**src/rtl/mpc_grid_switch.sv**
```systemverilog
// Purpose : routes the west/east/north pad rings of an NH x NV macro grid to one owning macro each,
//           with a hitless (all-oe-low guard window) reconfiguration; build option MPC_IN_SYNC_EN.
// Latency : pad outputs registered, 1 cycle; north input fanout 0 cycles (2 with MPC_IN_SYNC_EN).
// Backpr. : cfg_ready is high only in IDLE; a request held while switching waits for the next IDLE.
module mpc_grid_switch #(
  parameter int NH           = 2,
  parameter int NV           = 2,
  parameter int NW           = 14,
  parameter int NN           = 10,
  parameter int GUARD_CYCLES = 8,
  parameter int RESET_CFG    = 0,
  localparam int RB          = $clog2(NV) + 1,
  localparam int CB          = $clog2(NH) + 1,
  localparam int CW          = 2*RB + CB
) (
  input  logic                clk,
  input  logic                rst_n,
  input  logic [CW-1:0]       cfg,
  input  logic                cfg_valid,
  output logic                cfg_ready,
  output logic [CW-1:0]       cfg_active,
  output logic                switching,
  input  logic [NH*NV*NW-1:0] west_o,
  input  logic [NH*NV*NW-1:0] west_oe,
  input  logic [NH*NV*NW-1:0] east_o,
  input  logic [NH*NV*NW-1:0] east_oe,
  input  logic [NH*NV*NN-1:0] north_o,
  input  logic [NH*NV*NN-1:0] north_oe,
  output logic [NW-1:0]       io_west_o,
  output logic [NW-1:0]       io_west_oe,
  output logic [NW-1:0]       io_east_o,
  output logic [NW-1:0]       io_east_oe,
  output logic [NN-1:0]       io_north_o,
  output logic [NN-1:0]       io_north_oe,
  input  logic [NN-1:0]       io_north_i,
  output logic [NH*NN-1:0]    north_i
);

  // Guard counter holds GUARD_CYCLES-1 down to 0.
  localparam int GW = $clog2(GUARD_CYCLES) + 1;
  localparam logic [CW-1:0] RST_CFG = CW'(RESET_CFG);

  typedef enum logic [1:0] {
    S_IDLE  = 2'd0,
    S_BLANK = 2'd1,
    S_APPLY = 2'd2
  } state_t;

  state_t          r_state, w_state_nx;
  logic [GW-1:0]   r_cnt, w_cnt_nx;
  logic [CW-1:0]   r_pend, w_pend_nx;
  logic [CW-1:0]   r_active, w_active_nx;
  logic            w_ready;
  logic            w_switching;

  // Config fields of the live routing.
  logic [RB-1:0]   w_west_row;
  logic [RB-1:0]   w_east_row;
  logic [CB-1:0]   w_north_col;

  assign w_west_row  = r_active[RB-1:0];
  assign w_east_row  = r_active[2*RB-1:RB];
  assign w_north_col = r_active[CW-1:2*RB];

  // Selected (combinational) pad values before the output register.
  logic [NW-1:0]   w_west_o_sel, w_west_oe_sel;
  logic [NW-1:0]   w_east_o_sel, w_east_oe_sel;
  logic [NN-1:0]   w_north_o_sel, w_north_oe_sel;

  // Registered pad values.
  logic [NW-1:0]   r_west_o, r_west_oe, r_east_o, r_east_oe;
  logic [NN-1:0]   r_north_o, r_north_oe;

  // North pad input as seen by the fanout, and the fanout itself.
  logic [NN-1:0]   w_nin;
  logic [NH*NN-1:0] w_north_i;

  // FSM state register together with guard counter, pending and active config.
  always_ff @(posedge clk or negedge rst_n) begin
    if (!rst_n) begin
      r_state  <= S_IDLE;
      r_cnt    <= '0;
      r_pend   <= '0;
      r_active <= RST_CFG;
    end else begin
      r_state  <= w_state_nx;
      r_cnt    <= w_cnt_nx;
      r_pend   <= w_pend_nx;
      r_active <= w_active_nx;
    end
  end

  // FSM next state: accept in IDLE, blank for GUARD_CYCLES, one APPLY cycle commits the new routing.
  always_comb begin
    w_state_nx  = r_state;
    w_cnt_nx    = r_cnt;
    w_pend_nx   = r_pend;
    w_active_nx = r_active;
    w_ready     = 1'b0;
    w_switching = 1'b0;
    case (r_state)
      S_IDLE: begin
        w_ready = 1'b1;
        if (cfg_valid) begin
          // An identical config still goes through the full blank so behaviour is uniform.
          w_pend_nx  = cfg;
          w_cnt_nx   = GW'(GUARD_CYCLES - 1);
          w_state_nx = S_BLANK;
        end
      end
      S_BLANK: begin
        w_switching = 1'b1;
        if (r_cnt == '0) begin
          w_state_nx = S_APPLY;
        end else begin
          w_cnt_nx = r_cnt - GW'(1);
        end
      end
      S_APPLY: begin
        w_switching = 1'b1;
        w_active_nx = r_pend;
        w_state_nx  = S_IDLE;
      end
      default: begin
        w_state_nx = S_IDLE;
      end
    endcase
  end

  assign cfg_ready  = w_ready;
  assign switching  = w_switching;
  assign cfg_active = r_active;

  // West/east mux: row match against col 0 / col NH-1; an out-of-range row matches nothing -> 0.
  always_comb begin
    w_west_o_sel  = '0;
    w_west_oe_sel = '0;
    w_east_o_sel  = '0;
    w_east_oe_sel = '0;
    for (int r = 0; r < NV; r++) begin
      if (w_west_row == RB'(r)) begin
        w_west_o_sel  = west_o [(r*NH) * NW +: NW];
        w_west_oe_sel = west_oe[(r*NH) * NW +: NW];
      end
      if (w_east_row == RB'(r)) begin
        w_east_o_sel  = east_o [(r*NH + NH - 1) * NW +: NW];
        w_east_oe_sel = east_oe[(r*NH + NH - 1) * NW +: NW];
      end
    end
  end

  // North mux: column match in the top row; an out-of-range column matches nothing -> 0.
  always_comb begin
    w_north_o_sel  = '0;
    w_north_oe_sel = '0;
    for (int c = 0; c < NH; c++) begin
      if (w_north_col == CB'(c)) begin
        w_north_o_sel  = north_o [((NV-1)*NH + c) * NN +: NN];
        w_north_oe_sel = north_oe[((NV-1)*NH + c) * NN +: NN];
      end
    end
  end

  // Pad output register: routed values only in IDLE, forced to 0 while blanking/applying.
  always_ff @(posedge clk or negedge rst_n) begin
    if (!rst_n) begin
      r_west_o   <= '0;
      r_west_oe  <= '0;
      r_east_o   <= '0;
      r_east_oe  <= '0;
      r_north_o  <= '0;
      r_north_oe <= '0;
    end else if (r_state == S_IDLE) begin
      r_west_o   <= w_west_o_sel;
      r_west_oe  <= w_west_oe_sel;
      r_east_o   <= w_east_o_sel;
      r_east_oe  <= w_east_oe_sel;
      r_north_o  <= w_north_o_sel;
      r_north_oe <= w_north_oe_sel;
    end else begin
      r_west_o   <= '0;
      r_west_oe  <= '0;
      r_east_o   <= '0;
      r_east_oe  <= '0;
      r_north_o  <= '0;
      r_north_oe <= '0;
    end
  end

  assign io_west_o   = r_west_o;
  assign io_west_oe  = r_west_oe;
  assign io_east_o   = r_east_o;
  assign io_east_oe  = r_east_oe;
  assign io_north_o  = r_north_o;
  assign io_north_oe = r_north_oe;

`ifdef MPC_IN_SYNC_EN
  logic [NN-1:0] r_nin_s1, r_nin_s2;

  // Two-flop synchroniser for the asynchronous north pad inputs.
  always_ff @(posedge clk or negedge rst_n) begin
    if (!rst_n) begin
      r_nin_s1 <= '0;
      r_nin_s2 <= '0;
    end else begin
      r_nin_s1 <= io_north_i;
      r_nin_s2 <= r_nin_s1;
    end
  end

  assign w_nin = r_nin_s2;
`else
  assign w_nin = io_north_i;
`endif

  // Fan north input to the owning column only, and only while the routing is live.
  always_comb begin
    w_north_i = '0;
    for (int c = 0; c < NH; c++) begin
      if ((r_state == S_IDLE) && (w_north_col == CB'(c))) begin
        w_north_i[c*NN +: NN] = w_nin;
      end
    end
  end

  assign north_i = w_north_i;

endmodule
```
**config.mk**
```make
export PLATFORM = sky130hd
export DESIGN_NAME = mpc_grid_switch
export DESIGN_NICKNAME = d
export VERILOG_FILES = /design/src/rtl/mpc_grid_switch.sv
export SDC_FILE = /design/constraint.sdc
export NUM_CORES = 1
export LEC_CHECK = 0
export ABC_AREA = 1
export BUFFER_PORTS_ARGS = -buffer_cell sky130_fd_sc_hd__buf_2
export CORE_AREA = 2 2 167 169
export CTS_CLUSTER_DIAMETER = 60
export CTS_CLUSTER_SIZE = 14
export DETAILED_ROUTE_END_ITERATION = 6
export DIE_AREA = 0 0 169 171
export HOLD_SLACK_MARGIN = 0.05
export PLACE_DENSITY = 0.45
export SETUP_SLACK_MARGIN = 0.05
export SYNTH_ARGS = -nofsm -noshare
export SYNTH_HDL_FRONTEND = slang
export SYNTH_SLANG_ARGS = --single-unit
```
**constraint.sdc**
```tcl
create_clock -name clk -period 1.4 [get_ports clk]
set_input_delay 0.42 -clock clk [delete_from_list [all_inputs] [get_ports clk]]
set_output_delay 0.42 -clock clk [all_outputs]
set_load 0.01 [all_outputs]
```
==> metrics.txt, run 1 <==
status=finished, violations left; violated checks=setup timing; number of flops mapped to enable cells by yosys=0; Layout Cells excl Fill=1124; # Max-Cap Violations=0; clock sinks=94; Die W=169 µm; post-route antenna net violation count=0; Clk Latency, worst-skew pair=between 0.3 and 0.4 ns; Syn Area/Cell=9.07 µm²; final cell utilization of the core=0.282; Post-synth top flop=dfrtp_1; Syn Nets=789; Final Hold Vio Count=0; RSZ-0062 raised after global routing=yes; antenna cell count=0; Final setup violation count=91; sequential fraction of the synthesis area=0.561; Worst Path Max Fanout=13; dpl hpwl=11.5 mm; total negative setup slack=-19.41 ns; met2 Resource Use GR=0.187; Pwr Density=2210 mW/mm²; Initial DRC Count=143; synth top area cells=dfrtp_1 (56%), nand3_1 (14%), a21oi_1 (6.9%); first-pass GRT wire length=roughly 24 mm; Post-Syn Area=approximately 0.0042 mm²; vias in the first global route=between 4000 and 5000; P_leak=3.90 nW; total power=17.0 mW; Yosys warnings=0; VDD IR-drop max=between 0.0007 and 0.0008 V; # DRC=0; crit start category=flop; critical path capture point type=output port; Yosys top cell area share=0.561; placed cell areas=roughly 0.0064 mm²; most instantiated cells after synthesis=nand3_1 (118), dfrtp_1 (94), inv_1 (63); Async S/R FF share, synth=1.00; DR pass1 iterations=4; final worst slack=-0.458 ns; GR Overflow Total=0; final max-slew violation count=0; initial antenna violation count=2; Synth cell types=19; Setup Skew=~0.011 ns; RD Place Congestion=0.714; wire length per cell=14.5 µm; gr usage total=0.109; area of the core=0.0273 mm²; Max Clk Rate=~540 MHz; H-tree depth=3; Final min period=about 1.9 ns; share of cells above drive strength 1=0.593; dpl ws=-0.195 ns; final instance area=0.00771 mm²; full die area=0.0289 mm²; Fillers=2943; Initial Utilization=0.153; cell taking the most area after synthesis=dfrtp_1; # IOs=427; Post-Place Cells=1085; hold_ws=0.307 ns; Synth-to-Final Area Change=83.9%; FF+latch count, synth=between 90 and 100; Max Buffers Root-to-Sink=2; Hold Crit Class=in2reg; Final period util=1.33; grt met1 use=0.134; GRT Max-Usage Layer=met2; clock buffer count from CTS=9; I/O Buffers=274; largest net degree at the start of global routing=51; Clk pin slew, worst setup/hold paths=0.07 ns; drt total wl=16.3 mm; # rows=61; CTS tree=done; die height=between 150 and 200 µm; nets=1100; CP required=0.98 ns; Vias/cell=roughly 4; routed via count=4463; Gate Count Post-Synth=462; Setup CP Type=reg2out; Slew HR=0.745; WP data arrival=about 1.4 ns; met3 Use GR=0.0294; top-count cell post-synth=nand3_1; clock root buffer=clkbuf_16; worst slew pin tran=0.382 ns
## registers in the layout, summed over array words and instances (netlist names)
register and flops:
io_east_oe 14, io_west_oe 14, io_north_o 10, r_cnt 4, cfg_active 6, r_pend 6
io_north_oe 10, r_state 2, io_west_o 14, io_east_o 14
## layer usage
metal / vias up / share of wire
li1: 2158 / -
met1: 2126 / 0.42
met2: 154 / 0.49
met3: 21 / 0.068
met4: 4 / 0.016
met5: - / 0.0014
## where the power goes
| group | internal [mW] | total (mW) | switching (mW) |
|---|---|---|---|
| Combinational | 4.88 | 10.2 | 5.35 |
| Clock | 1.36 | 2.52 | 1.17 |
| Sequential | 3.89 | 4.30 | 0.409 |
| Total | 10.1 | 17.0 | 6.92 |
## critical path, stage by stage (launching register included)
cell     delay [ns]
dfrtp_1        0.39
inv_2          0.08
ha_4           0.17
nand3_4        0.08
buf_12         0.18
nor2_4         0.10
buf_6          0.11
## repair_timing
item	CTS	global route
hold endpoints to repair	6	0
setup endpoints to repair	109	116
hold buffers	1	0
setup buffers	17	1
cloned	6	0
gates resized for setup	142	24
pin swaps	5	4
## final timing paths
path,start,to,slack (ns),cells past startpoint
max in group asynchronous,rst_n,cfg_active[0]$_DFFE_PN0N_,0.48,3
worst min-delay path,cfg[5],r_pend[5]$_DFFE_PN0P_,0.31,2
min in group asynchronous,rst_n,io_east_oe[7]$_DFF_PN0_,0.58,3
worst max-delay path,r_state[0]$_DFFE_PN0P_,north_i[12],-0.46,6
worst max register to register,r_state[1]$_DFFE_PN0P_,r_cnt[1]$_DFFE_PN0P_,-0.23,10
worst min register to register,r_pend[1]$_DFFE_PN0P_,cfg_active[1]$_DFFE_PN0N_,0.48,2
## final cells by class
cell class | count | area (µm²) | share of cell area
sequential | 94 | 2350 | 0.305
tap | 346 | 433 | 0.0562
timing repair buffer | 338 | 2370 | 0.308
multi-input combinational | 264 | 1990 | 0.258
inverter | 66 | 264 | 0.0342
clock inverter | 4 | 30.0 | 0.00390
clock buffer | 12 | 267 | 0.0346
## cells in the final DEF, fill, tap and decap left out, drive strengths merged
cell type and n:
a21oi 58, buf 336, bufbuf 1, clkbuf 12
clkinv 3, clkinvlp 1, dfrtp 94, dlygate4sd3 1
ha 4, inv 66, mux2 6, nand2 21
nand3 119, nor2 24, o21ai 11, o22ai 20
or2 1
## kinds of logic (layout without fill, tap and decap cells)
| group | after synthesis | after routing | synth area share |
|---|---|---|---|
| adder cells (fa/ha/maj) | 4 | 4 | 0.0119 |
| buffers and inverters | 104 | 420 | 0.113 |
| flip-flops | 94 | 94 | 0.561 |
| AND/OR/NAND/NOR | 165 | 165 | 0.186 |
| AO/OA/AOI/OAI | 89 | 89 | 0.112 |
| multiplexers | 6 | 6 | 0.0161 |
No activity file was read; power rests on OpenSTA's default activity.
==> run 2, diff against run 1 <==
Settings changed: PLACE_DENSITY 0.45 to 0.44, SLEW_MARGIN set to 10.
Clock period 1.4 ns to 2.1 ns, I/O delays scaled along.
==> metrics.txt, run 2 (synthesis gave the netlist of run 1 again) <==
status=finished, violations left; violated checks=setup timing; antenna cell count=0 (unchanged); routed via count=4285 (-4.0%); clock buffer count from CTS=9 (unchanged); clock sinks=94 (unchanged); placed cell areas=0.00597 mm² (-6.2%); worst slew pin tran=0.446 ns (+0.0640 ns); area of the core=0.0273 mm² (unchanged); RD Place Congestion=0.736 (+3.1%); critical path capture point type=output port; Final min period=2.11 ns; max incr delay on CP=0.39 ns (about the same); Final setup violation count=8 (-91%); Initial DRC Count=232 (+62%); Slew HR=0.703 (-0.0423); first-pass GRT wire length=22.6 mm (-7.7%); Worst path slowest cell=dfrtp_1; Synth-to-Final Area Change=54.5%; gr usage total=0.101 (-0.00816); Initial Utilization=0.153 (unchanged); P_leak=3.56 nW (-8.9%); total power=8.99 mW (-47%); GR Overflow Total=0 (unchanged); final cell utilization of the core=0.237 (-0.0452); share of cells above drive strength 1=0.465 (-0.128); initial antenna violation count=3 (+1); clock root buffer=clkbuf_16; Final period util=1.01; hold bufs inserted after CTS=0 (-1); total negative setup slack=-0.0284 ns (+19.38 ns); R2R Path End=io_east_o[11]$_DFF_PN0_; # rows=61 (unchanged); Cell Chain, Critical Path=inv_2 -> ha_4 -> nand3_4 -> buf_12 -> nor2_1 -> buf_2; Vias/cell=3.94 (-0.81%); hold_ws=0.184 ns (-0.123 ns); die height=171 µm (unchanged); # IOs=427 (unchanged); Setup Skew=0.0129 ns (+0.00164 ns); Hold Crit Class=in2async; vias in the first global route=4232 (-1.9%); Max Buffers Root-to-Sink=2 (unchanged); Worst Path Max Fanout=11 (-2); Post-Place Cells=1064 (-1.9%); # DRC=0 (unchanged); Critical R2R Launch=r_state[0]$_DFFE_PN0P_; VDD IR-drop max=0.000404 V (-44%); Clk pin slew, worst setup/hold paths=0.08 ns (about the same); CP required=1.47 ns (+0.49 ns); WP data arrival=1.48 ns (+0.04 ns); I/O Buffers=274 (unchanged); critical path buffer and inverter count=3 (unchanged); wire length per cell=13.6 µm (-6.3%); largest net degree at the start of global routing=55 (+7.8%); # Max-Cap Violations=0 (unchanged); commonest non-fill, non-tap cell in the layout=buf_2; Pwr Density=1390 mW/mm² (-37%); Worst R2R Setup Slack=0.57 ns (+0.80 ns); Clk Latency, worst-skew pair=0.35 ns (about the same); full die area=0.0289 mm² (unchanged); Layout Cells excl Fill=1088 (-3.2%); CTS tree=done; Max Clk Rate=473 MHz; final worst slack=-0.0127 ns (+0.445 ns); DR pass1 iterations=4 (unchanged); kind of cell adding the most delay to the critical path=flip-flops; most frequent cells in the layout=buf_2 (272), nand3_1 (116), dfrtp_1 (94); dpl hpwl=10.8 mm (-5.9%); nets=1064 (-3.3%); final instance area=0.00647 mm² (-16%); Final Hold Vio Count=0 (unchanged); final max-slew violation count=0 (unchanged); H-tree depth=3 (unchanged); Die W=169 µm (unchanged); crit start category=flop; post-route antenna net violation count=0 (unchanged); Setup CP Type=reg2out; r2r worst-path depth=6 (-4); drt total wl=14.8 mm (-9.3%); dpl ws=0.157 ns (+0.353 ns); RSZ-0062 raised after global routing=yes
## run 2: changes by cell type in the layout (fill, tap and decap cells not counted), moves of 9 or more
| cell | before | now |
|---|---|---|
| nor2_2 | 0 | 10 |
| buf_2 | 245 | 272 |
| nor2_1 | 4 | 13 |
| buf_4 | 32 | 21 |
| a21oi_4 | 16 | 0 |
| buf_6 | 40 | 1 |
| a21oi_2 | 40 | 0 |
| a21oi_1 | 2 | 58 |
| nor2_4 | 20 | 1 |
## run 2: where the power goes
part	internal [mW]	switching [mW]	total (mW)
sequential	2.59	0.283	2.87
combinational	1.84	2.61	4.45
clock	0.860	0.806	1.67
total	5.29	3.70	8.99
## run 2: what timing repair did
action / 4_1_cts / 5_1_grt
cloned: 2 / 0
pin swaps: 2 / 1
gates resized for setup: 15 / 12
setup buffers: 6 / 0
endpoints found under the setup margin: 21 / 20
endpoints found under the hold margin: 0 / 0
## run 2: metal layers
layer / wire length [µm] / global-route usage
met1: 5740 / 0.113
met2: 7480 / 0.179
met3: 1300 / 0.0349
met4: 262 / 0.0346
met5: 40 / 0
## run 2: final cells by class
class                   count  area [µm²]
fillers                  3038       20800
flip-flops and latches     94        2350
repair buffers            302        1720
multi-input cells         264        1440
well taps                 346         433
inverters                  66         248
clock buffers              10         239
clock inverters             6        51.3
## run 2: worst max path at each step
stage,startpoint,to,slack (ns),depth (start not counted)
floorplan,r_state[0]$_DFFE_PN0P_,north_i[0],0.23,6
global placement,r_state[0]$_DFFE_PN0P_,north_i[18],0.15,6
detailed placement,r_state[0]$_DFFE_PN0P_,north_i[18],0.16,6
CTS,r_state[1]$_DFFE_PN0P_,north_i[18],-0.03,6
global route,r_state[0]$_DFFE_PN0P_,north_i[15],-0.12,6
finish,r_state[0]$_DFFE_PN0P_,north_i[16],-0.01,6
==> run 3, diff against run 2 <==
Settings changed: MAX_ROUTING_LAYER set to met4, PLACE_DENSITY 0.44 to 0.5.
==> metrics.txt, run 3 (synthesis gave the netlist of run 1 again) <==
status=finished, violations left; violated checks=setup timing; # Max-Cap Violations=0 (unchanged); critical path buffer and inverter count=3 (unchanged); wire length per cell=13.8 µm (+1.1%); Max Clk Rate=461 MHz (-2.6%); VDD IR-drop max=0.000483 V (+20%); nets=1068 (+0.38%); final worst slack=-0.0698 ns (-0.0572 ns); # DRC=0 (unchanged); Clock power frac=0.192 (+0.007); gr usage total=0.102 (+0.000829); Setup CP Type=reg2out; Worst R2R Setup Slack=0.53 ns (-0.04 ns); most frequent cells in the layout=buf_2 (269), nand3_1 (116), dfrtp_1 (94); clock root buffer=clkbuf_16; dpl hpwl=10.7 mm (-1.1%); Final min period=2.17 ns (+0.0572 ns); Final period util=1.03 (+0.0272); P_sw=3.78 mW (+2.0%); clock buffer count from CTS=9 (unchanged); share of cells above drive strength 1=0.472 (+0.00689); Clk Latency, worst-skew pair=0.35 ns (about the same); die height=171 µm (unchanged); H-tree depth=3 (unchanged); drt total wl=15.1 mm (+1.6%); max incr delay on CP=0.39 ns (about the same); Pwr Density=1400 mW/mm² (+0.82%); RSZ-0062 raised after global routing=yes; sw frac=0.410 (-0.00202); # IOs=427 (unchanged); GR Overflow Total=0 (unchanged); Slew HR=0.579 (-0.124); largest net degree at the start of global routing=49 (-11%); internal cell power=5.44 mW (+2.8%); RD Place Congestion=0.742 (+0.72%); dpl ws=0.0178 ns (-0.139 ns); clock sinks=94 (unchanged); commonest non-fill, non-tap cell in the layout=buf_2; DR pass1 iterations=4 (unchanged); WP data arrival=1.54 ns (+0.06 ns); Cell Chain, Critical Path=inv_2 -> ha_4 -> nand3_4 -> clkbuf_16 -> nor2_1 -> buf_2; post-route antenna net violation count=0 (unchanged); Hold Crit Class=in2async; Clk pin slew, worst setup/hold paths=0.07 ns (about the same); critical path capture point type=output port; crit start category=flop; Synth-to-Final Area Change=57.0%; # rows=61 (unchanged); Final setup violation count=20 (+12); area of the core=0.0273 mm² (unchanged); P_leak=3.57 nW (+0.30%); Setup Skew=0.0109 ns (-0.00198 ns); CTS tree=done; routed via count=4271 (-0.33%); Worst Path Max Fanout=5 (-6); Die W=169 µm (unchanged); combinational share of power=0.495 (about the same); full die area=0.0289 mm² (unchanged); Initial DRC Count=195 (-16%); final max-slew violation count=0 (unchanged); total negative setup slack=-0.962 ns (-0.933 ns); Final Hold Vio Count=0 (unchanged); Vias/cell=3.90 (-0.87%); Sequential Power Share=0.313 (-0.006); CP required=1.47 ns (about the same); vias in the first global route=3978 (-6.0%); Worst path slowest cell=dfrtp_1; first-pass GRT wire length=21.9 mm (-2.9%); I/O Buffers=274 (unchanged); worst slew pin tran=0.631 ns (+0.185 ns); initial antenna violation count=2 (-1); Initial Utilization=0.153 (unchanged); total power=9.21 mW (+2.5%); kind of cell adding the most delay to the critical path=flip-flops; Max Buffers Root-to-Sink=2 (unchanged); final cell utilization of the core=0.241 (+0.00385)
-- run 3: cell count changes in the layout (fill, tap and decap cells not counted), moves of 2 or more --
| cell | previous run | this run |
|---|---|---|
| clkbuf_16 | 9 | 11 |
| nor2_1 | 13 | 9 |
| buf_2 | 272 | 269 |
| buf_6 | 1 | 6 |
| buf_8 | 0 | 2 |
| inv_6 | 5 | 0 |
| nor2_4 | 1 | 6 |
| diode_2 | 0 | 2 |
| bufbuf_16 | 2 | 0 |
| clkinv_4 | 0 | 2 |
-- run 3: layout make-up --
class / instances / area [µm²]
Clock inverter: 4 / 55.1
Tap cell: 346 / 433
Sequential cell: 94 / 2350
Antenna cell: 2 / 5.00
Inverter: 66 / 248
Timing Repair Buffer: 306 / 1760
Fill cell: 3032 / 20700
Clock buffer: 12 / 256
Multi-Input combinational cell: 264 / 1470
-- run 3: repair_timing --
item	4_1_cts	5_1_grt
endpoints found under the setup margin	21	20
setup buffers	3	7
hold buffers	0	0
gates cloned	2	2
pin swaps	1	2
gates resized for setup	12	27
-- run 3: power by group through the flow --
stage / Clock [mW] / Combinational (mW) / Sequential, mW
floorplan: 0 / 2.12 / 3.25
global placement: 0 / 4.15 / 2.91
detailed placement: 0 / 4.17 / 2.92
CTS: 1.86 / 4.36 / 2.90
global route: 1.94 / 5.05 / 2.97
finish: 1.77 / 4.56 / 2.88
-- run 3: worst paths after layout --
check | from | to | depth (start not counted)
setup reg to reg | r_state[1]$_DFFE_PN0P_ | io_east_oe[13]$_DFF_PN0_ | 6
min in group clk | r_pend[1]$_DFFE_PN0P_ | cfg_active[1]$_DFFE_PN0N_ | 2
hold reg to reg | r_pend[1]$_DFFE_PN0P_ | cfg_active[1]$_DFFE_PN0N_ | 2
setup / recovery | r_state[0]$_DFFE_PN0P_ | north_i[10] | 6
max in group asynchronous | rst_n | io_east_o[5]$_DFF_PN0_ | 2
hold / removal | rst_n | io_west_oe[12]$_DFF_PN0_ | 1
-- run 3: metal layers --
metal,up-vias,GRT usage,share of wire
met5,-,-,0
li1,2094,-,-
met4,0,0.0383,0.022
met3,20,0.0275,0.062
met1,1990,0.117,0.42
met2,167,0.171,0.50
-- run 3: through the flow --
stage | cells | hold slack, ns | area, µm²
4_1_cts | 1083 | 0.199 | 6370
3_3_place_gp | 1062 | 0.459 | 5970
3_5_place_dp | 1062 | 0.464 | 5970
2_1_floorplan | 462 | 0.334 | 4190
5_1_grt | 1094 | 0.210 | 6580
6_report | 1094 | 0.204 | 6580
